[src/rtl/board_writer_pkg.sv]
// Shared types and constants for the board-state writer and its update FIFO.
package board_writer_pkg;

  localparam int BOARD_AW = 10;
  localparam int BOARD_DW = 16;

  typedef enum logic [1:0] {
    IDLE,
    DRAIN,
    CLEAR
  } board_wr_state_t;

  // One queued update: RAM word address plus the new board-state word.
  typedef struct packed {
    logic [BOARD_AW-1:0] addr;
    logic [BOARD_DW-1:0] data;
  } board_upd_t;

endpackage

[src/rtl/board_writer_sync_fifo.sv]
// Single-clock FIFO with synchronous flush; DEPTH must be a power of two.
module sync_fifo
  import board_writer_pkg::*;
#(
  parameter int WIDTH = $bits(board_upd_t),
  parameter int DEPTH = 8,
  localparam int AW = $clog2(DEPTH)
) (
  input  logic             clk,
  input  logic             reset,
  input  logic             push,
  input  logic [WIDTH-1:0] push_data,
  input  logic             pop,
  input  logic             flush,
  output logic [WIDTH-1:0] pop_data,
  output logic             full,
  output logic             empty,
  output logic [AW:0]      level
);

  logic [WIDTH-1:0] mem [DEPTH];
  logic [AW-1:0]    wr_ptr;
  logic [AW-1:0]    rd_ptr;
  logic [AW:0]      count;
  logic             do_push;
  logic             do_pop;

  assign full     = (count == (AW+1)'(DEPTH));
  assign empty    = (count == '0);
  assign level    = count;
  assign do_push  = push && !full;
  assign do_pop   = pop && !empty;
  assign pop_data = mem[rd_ptr];

  // NOTE: state registers use non-blocking assignments so every flop samples pre-edge values.
  always_ff @(posedge clk) begin
    if (reset || flush) begin
      wr_ptr <= '0;
      rd_ptr <= '0;
      count  <= '0;
    end else begin
      if (do_push) wr_ptr <= wr_ptr + AW'(1);
      if (do_pop)  rd_ptr <= rd_ptr + AW'(1);
      case ({do_push, do_pop})
        2'b10:   count <= count + (AW+1)'(1);
        2'b01:   count <= count - (AW+1)'(1);
        default: count <= count;
      endcase
    end
  end

  // NOTE: storage is not reset; the pointers alone decide which entries are valid.
  always_ff @(posedge clk) begin
    if (do_push) mem[wr_ptr] <= push_data;
  end

endmodule

[src/rtl/board_writer.sv]
// Board-state RAM writer: queues game updates and sweeps zero-fill clears.
// Define BOARD_WRITER_TEAR_GUARD_EN to restrict RAM writes to vertical blanking.
module board_writer
  import board_writer_pkg::*;
#(
  parameter int NUM_WORDS  = 1024,
  parameter int FIFO_DEPTH = 8
) (
  input  logic        clk,
  input  logic        reset,
  input  logic        vblank,
  input  logic        upd_valid,
  input  logic [9:0]  upd_addr,
  input  logic [15:0] upd_data,
  output logic        upd_ready,
  input  logic        clear_req,
  output logic        we,
  output logic [9:0]  waddr,
  output logic [15:0] wdata,
  output logic        busy,
  output logic [5:0]  level
);

  localparam int LW = $clog2(FIFO_DEPTH) + 1;
  localparam logic [BOARD_AW-1:0] LAST_ADDR = BOARD_AW'(NUM_WORDS - 1);

  board_wr_state_t     state;
  board_wr_state_t     state_nxt;
  board_upd_t          push_ent;
  board_upd_t          pop_ent;
  logic                wr_ok;
  logic                clear_pending;
  logic                fifo_full;
  logic                fifo_empty;
  logic                fifo_push;
  logic                fifo_pop;
  logic                fifo_flush;
  logic                fifo_last;
  logic [LW-1:0]       fifo_level;
  logic                clr_wr;
  logic [BOARD_AW-1:0] clr_cnt;

`ifdef BOARD_WRITER_TEAR_GUARD_EN
  assign wr_ok = vblank;
`else
  logic unused_vblank;
  assign unused_vblank = vblank;
  assign wr_ok         = 1'b1;
`endif

  assign push_ent  = {upd_addr, upd_data};
  assign fifo_push = upd_valid && upd_ready;
  // The pop that empties the FIFO, with no refill arriving in the same cycle.
  assign fifo_last = fifo_pop && !fifo_push && (fifo_level == LW'(1));
  assign busy      = (state == CLEAR) || !fifo_empty;
  assign level     = 6'(fifo_level);

  sync_fifo #(
    .WIDTH ($bits(board_upd_t)),
    .DEPTH (FIFO_DEPTH)
  ) u_fifo (
    .clk       (clk),
    .reset     (reset),
    .push      (fifo_push),
    .push_data (push_ent),
    .pop       (fifo_pop),
    .flush     (fifo_flush),
    .pop_data  (pop_ent),
    .full      (fifo_full),
    .empty     (fifo_empty),
    .level     (fifo_level)
  );

  always_ff @(posedge clk) begin
    if (reset) state <= IDLE;
    else       state <= state_nxt;
  end

  // NOTE: every always_comb output gets a default first so no path infers a latch.
  always_comb begin
    state_nxt = state;
    unique case (state)
      IDLE: begin
        if (clear_pending)                 state_nxt = CLEAR;
        else if (!fifo_empty && !fifo_last) state_nxt = DRAIN;
      end
      DRAIN: begin
        if (clear_pending)                 state_nxt = CLEAR;
        else if (fifo_last || fifo_empty)  state_nxt = IDLE;
      end
      CLEAR: begin
        if (!clear_req && clr_wr && (clr_cnt == LAST_ADDR)) state_nxt = IDLE;
      end
      default: state_nxt = IDLE;
    endcase
  end

  always_comb begin
    upd_ready  = 1'b0;
    fifo_pop   = 1'b0;
    fifo_flush = 1'b0;
    clr_wr     = 1'b0;
    unique case (state)
      IDLE, DRAIN: begin
        upd_ready  = !fifo_full && !clear_pending && !reset;
        fifo_flush = clear_pending;
        fifo_pop   = !clear_pending && !fifo_empty && wr_ok;
      end
      CLEAR:   clr_wr = wr_ok;
      default: ;
    endcase
  end

  // Write port registers, clear sweep counter and the pending-clear flag.
  always_ff @(posedge clk) begin
    if (reset) begin
      we            <= 1'b0;
      waddr         <= '0;
      wdata         <= '0;
      clr_cnt       <= '0;
      clear_pending <= 1'b0;
    end else begin
      we <= fifo_pop || clr_wr;
      if (fifo_pop) begin
        waddr <= pop_ent.addr;
        wdata <= pop_ent.data;
      end else if (clr_wr) begin
        waddr <= clr_cnt;
        wdata <= '0;
      end

      if (state == CLEAR) begin
        if (clear_req)                               clr_cnt <= '0;
        else if (clr_wr && (clr_cnt == LAST_ADDR))   clr_cnt <= '0;
        else if (clr_wr)                             clr_cnt <= clr_cnt + BOARD_AW'(1);
      end else if (clear_pending) begin
        clr_cnt <= '0;
      end

      // A request seen outside CLEAR is acted on exactly once, in the following cycle.
      clear_pending <= (state != CLEAR) && !clear_pending && clear_req;
    end
  end

endmodule

[config.mk]
export PLATFORM = sky130hd
export DESIGN_NAME = board_writer
export DESIGN_NICKNAME = d
export VERILOG_FILES = /design/src/rtl/board_writer_pkg.sv /design/src/rtl/board_writer_sync_fifo.sv /design/src/rtl/board_writer.sv
export SDC_FILE = /design/constraint.sdc
export NUM_CORES = 1
export LEC_CHECK = 0
export CAP_MARGIN = 20
export CELL_PAD_IN_SITES_DETAIL_PLACEMENT = 0
export CELL_PAD_IN_SITES_GLOBAL_PLACEMENT = 1
export CORE_MARGIN = 10
export CORE_UTILIZATION = 51
export CTS_CLUSTER_SIZE = 16
export DETAILED_ROUTE_END_ITERATION = 8
export GPL_TIMING_DRIVEN = 0
export PLACE_DENSITY_LB_ADDON = 0.1
export SLEW_MARGIN = 40
export SYNTH_ARGS = -nofsm -noshare
export SYNTH_HDL_FRONTEND = slang
export SYNTH_SLANG_ARGS = --single-unit
export TNS_END_PERCENT = 20
[constraint.sdc]
create_clock -name clk -period 5.9 [get_ports clk]
set_input_delay 1.18 -clock clk [delete_from_list [all_inputs] [get_ports clk]]
set_output_delay 1.18 -clock clk [all_outputs]
set_load 0.05 [all_outputs]
==> Word level (Yosys, flattened, before mapping) <==
Memory sizes are Yosys's and may differ from the RTL's. A register that Yosys moved wholly into a read port is not among the register bits.
Index checks and enable logic that the tools add are counted.
{ "totals": {"register_bits": 50, "latch_bits": 0, "mem_bits_rw": 208, "rom_bits": 0, "input_bits": 31, "output_inout_bits": 35, "memories": 1} }
{ "memory_table": {"columns": ["name", "words", "width", "rd", "rd_clocked_by_memory_dff", "wr", "line", "text"], "rows": [
  ["u_fifo.mem", 8, 26, 1, 1, 1, "board_writer_sync_fifo.sv:21", "logic [WIDTH-1:0] mem [DEPTH];"]
]} }
{ "op_classes": {"addsub": 5, "multipliers": 0, "div_mod_pow": 0, "n_lt_le_gt_ge": 0, "eq_ne": 12, "n_shift": 0, "muxes": 24, "n_bitwise": 0, "reduce_logical": 33} }
{ "op_table": {"columns": ["cell", "count"], "rows": [
  ["two-way mux 10 bit", 7],
  ["two-way mux 16 bit", 2],
  ["logical AND 1 bit", 14],
  ["adder 10 x 1 -> 10 bit, second input constant", 1],
  ["equality test 10 bit, second input constant", 1],
  ["two-way mux 2 bit", 5],
  ["one-hot mux 4 bit (2 select lines)", 1],
  ["logical NOT 1 bit", 7],
  ["adder 3 x 1 -> 3 bit, second input constant", 2],
  ["two-way mux 1 bit", 6],
  ["two-way mux 3 bit", 2],
  ["!= test 3 bit, second input constant", 2],
  ["one-hot mux 2 bit (3 select lines)", 1],
  ["nonzero test 2 bit", 3],
  ["adder 4 x 1 -> 4 bit, second input constant", 1],
  ["equality test 2 x 1 -> 1 bit, second input constant", 2],
  ["equality test 2 bit, second input constant", 2],
  ["equality test 4 x 1 -> 1 bit, second input constant", 1],
  ["equality test 4 bit, second input constant", 1],
  ["logical NOT 4 bit", 1],
  ["logical OR 1 bit", 4],
  ["!= test 2 bit, second input constant", 2],
  ["!= test 4 x 3 -> 1 bit, second input constant", 1],
  ["subtractor 4 x 1 -> 4 bit, second input constant", 1],
  ["4 further kinds", 4]
]} }

==> Depth between registers and ports, before layout <==
{ "logic_depth": {"depth_word": 14, "mapped_depth": 12, "depth_no_buf": 10} }

==> Cells and area by module <==
A second synthesis with hierarchy kept.
{ "unflattened": {"hier_cells": 585, "hier_area_um2": 10440.0} }
{ "modules_own_cells": {"columns": ["mod", "n_inst", "cells_per_inst", "area_per_inst_um2"], "rows": [
  ["sync_fifo", 1, 377, 8649.5],
  ["board_writer", 1, 208, 1790.5]
]} }

==> Least setup slack after synthesis <==
Ideal clock, no wire load.
{ "synth_timing": {"path_type": "input port to flip-flop", "from": "in reset", "to": "mem u_fifo.mem[0][0] (netlist bit), enable pin", "arrival_time_ns": 4.446, "slack_ns": 0.978, "cell_stages": 4, "cell_sequence": "clkbuf_1 > nor3_1 > nand3_1 > nor4_1"} }
{ "synth_between": {"elab_chain_len": 7} }
{ "synth_lines": {"columns": ["element", "line", "text"], "rows": [
  ["from (decl)", "board_writer.sv:10", "input logic reset,"],
  ["logical NOT 1 bit", "board_writer.sv:105", "upd_ready = !fifo_full && !clear_pending && !reset;"],
  ["logical AND 1 bit", "board_writer.sv:105", null],
  ["two-way mux 1 bit", "board_writer.sv:103", "unique case (state)"],
  ["logical AND 1 bit", "board_writer.sv:52", "assign fifo_push = upd_valid && upd_ready;"],
  ["logical AND 1 bit", "board_writer_sync_fifo.sv:31", "assign do_push = push && !full;"],
  ["two-way mux 1 bit", "board_writer_sync_fifo.sv:54", "if (do_push) mem[wr_ptr] <= push_data;"],
  ["two-way mux 1 bit (not written as such)", "board_writer_sync_fifo.sv:54", null],
  ["to (decl)", "board_writer_sync_fifo.sv:21", null]
]} }
Every way passes these cells.

==> Worst setup path after layout <==
{ "layout_timing": {"from": "in reset", "to": "out upd_ready"} }
{ "layout_between": {"elab_chain_len": 3} }
{ "layout_lines": {"columns": ["element", "line", "text"], "rows": [
  ["logical NOT 1 bit", "board_writer.sv:105", null],
  ["logical AND 1 bit", "board_writer.sv:105", null],
  ["two-way mux 1 bit", "board_writer.sv:103", null],
  ["to (decl)", "board_writer.sv:15", "output logic upd_ready,"]
]} }
Every way passes these cells.

==> impl_metrics.csv <==
group,metric,value,unit
grt,gr-total-overflow,0,
detailed_routing,drc,0,
grt,first_global_vias,5670,
grt,gr-usage-met3,2.786,%
clock_network,cts_sinks,261,
sta,finalCritPeriodShare,67.62,%
cells_and_area,fin_util,62.52,%
cells_and_area,n_antenna_cell,0,
clock_network,cts_tree,"yes",
die,row_count,51,
power_and_ir_drop,finalPower,5.223,mW
cells_and_area,syn_to_final_growth,20.99,%
clock_network,post_cts_buffers,0,
die,die_w,160.4,um
die,start_util,51.67,%
detailed_routing,dr_total_vias,5376,
clock_network,cts-root-buf,"clkbuf_16",
logic_synthesis,synth_edf_count,208,
sta,period_minus_slack,3.990,ns
logic_synthesis,syn_avg_cell_area,18.22,um2
setup_path,critPathArrivalTime,2.81,ns
run_status,status,"complete, no violations",
placed_design,pre_cts_slack,1.835,ns
clock_network,path_clk_slew,0.06,ns
cells_and_area,finalNetCount,711,
cells_and_area,layout-drive-gt1-share,21.90,%
sta,fin_skew,0.008128,ns
logic_synthesis,synth-async-reset-ratio,0,%
sta,rsz0062_at_grt,"false",
logic_synthesis,ys_types,49,
logic_synthesis,ys_seq_elements,261,
detailed_routing,ant_nets,0,
sta,hold_viol_final,0,
grt,antenna_found_initial,0,
logic_synthesis,synth-warning-count,0,
grt,grt_pass1_wl,33160,um
clock_network,ctsHoldBuffers,0,
sta,fin_tns_setup,0,ns
clock_network,cts.path.max_buffers,3,
logic_synthesis,seq_area_frac_synth,72.65,%
logic_synthesis,synth_area,0.01006,mm2
power_and_ir_drop,ir_drop,0.2504,mV
setup_path,end_kind,"output pin",
placed_design,portBuffers,61,
clock_network,cts_max_level,1,
logic_synthesis,synth_top_area_share,62.11,%
grt,busiest_layer,"met2",
sta,slew_headroom,47.42,%
detailed_routing,wirelength,20830,um
detailed_routing,drt-initial-drc-count,340,
logic_synthesis,synth_top_area_cell,"edfxtp_1",
grt,grt.total_usage,16.29,%
setup_path,start_kind,"input pin",
grt,grt_max_degree,17,
sta,finalSetupViolations,0,
detailed_routing,routedWlPerCell,21.72,um
die,core-area,0.01946,mm2
placed_design,place_congestion,0.7943,
setup_path,worstPathRequired,4.72,ns
detailed_routing,drtPass1Iterations,4,
logic_synthesis,synthTopCellsByArea,"edfxtp_1 62%, mux4_2 12%, dfxtp_1 11%, nor3_1 1.7%, nor2b_1 1.6%",
grt,met1_usage,21.95,%
sta,max_freq,250.7,MHz
worst_hold_path,hp-class,"flip-flop to flip-flop",
sta,slew_viol_final,0,
clock_network,cts_buffers,27,
logic_synthesis,ys.flop_type,"edfxtp_1",
sta,setup_ws,1.910,ns
cells_and_area,final_cell_mix,"208 x edfxtp_1, 61 x clkdlybuf4s50_1, 53 x dfxtp_1",
grt,grt.met2_usage,26.88,%
detailed_routing,vias_per_cell,5.606,
logic_synthesis,synthCells,552,
die,ios,66,
sta,fin_hold_ws,0.4605,ns
placed_design,dp.final_hpwl,14410,um
die,die_h,160.4,um
flow_run,drv_cap,0,
clock_network,worstSkewPairLatency,0.53,ns
sta,tightest_slew,0.7887,ns
clock_network,cts_resized,0,
power_and_ir_drop,leakage,4.119,nW
setup_path,crit_fanout,10,
setup_path,path_class,"input pin to output pin",
power_and_ir_drop,power.density,429.3,mW/mm2
die,dieArea,0.02574,mm2
cells_and_area,layout_commonest_cell,"edfxtp_1",
power by group:
group          total (mW)  switching [mW]  internal (mW)
registers            2.17          0.0707           2.10
logic                1.36           0.807          0.554
clock network        1.69           0.664           1.03
synthesized netlist by cell type, types with 3 or more instances:
master	n
a211o_1	16
a21oi_1	8
and2b_1	9
and3_1	3
buf_2	6
buf_4	6
clkbuf_1	14
dfxtp_1	53
edfxtp_1	208
ha_1	7
inv_1	4
mux4_2	52
nand2_1	8
nand2b_1	4
nand3_1	5
nand4_1	3
nor2_1	20
nor2b_1	25
nor3_1	35
nor4_1	3
o2111ai_1	3
o21ai_0	8
o221ai_1	8
or3_1	3
xnor2_1	3
xor2_1	10
final cells by class:
cell class,instances,area (um2)
fillers,1411,7295
clock inverters,9,122.6
plain buffers,29,165.2
repair buffers,91,835.8
well taps,265,331.6
inverters,5,23.77
clock buffers,41,768.2
flip-flops and latches,261,7307
multi-input cells,258,2614
registers in the layout, summed over array words and instances, names as in the netlist, named ones only:
name           cells
clear_pending      1
clr_cnt           10
state              2
u_fifo.level       4
u_fifo.mem       208
u_fifo.rd_ptr      3
u_fifo.wr_ptr      3
waddr             10
wdata             16
we                 1
path summary, 6_finish.rpt:
kind	startpoint	to	slack, ns	cells past startpoint
setup / recovery	reset	upd_ready	1.91	4
hold / removal	wdata[1]	wdata[1]	0.46	1
setup reg to reg	u_fifo.level[0]	u_fifo.level[3]	2.63	12
hold reg to reg	wdata[1]	wdata[1]	0.46	1
critical path, cell delays in order:
cell	delay [ns]
clkbuf_1	0.23
nor3_1	0.39
and2_1	0.20
clkdlybuf4s50_1	0.81
cells by family (layout without fill, tap and decap cells):
kind of cell	count (synthesis)	in the layout	synth area share, %
other cells	1	2	0.03729
xor+xnor	13	13	1.132
compound gates	49	49	3.633
flops	261	261	72.65
mux	54	54	11.84
simple gates	133	133	7.950
fa+ha+maj	7	7	0.8708
buf+inv	34	175	1.878
through the flow:
stage | cell area (um2) | cells
after floorplan | 10060 | 553
after CTS | 12170 | 959
after global routing | 12170 | 959
after global placement | 11000 | 879
after detailed placement | 11280 | 909
final | 12170 | 959
layer usage:
layer | wire [um] | up-vias
met3 | 860 | 29
met4 | 353 | 0
li1 | - | 2447
met2 | 10290 | 120
met1 | 9327 | 2780
met5 | 0 | -
Note: power is estimated with default switching activity, not from simulation.
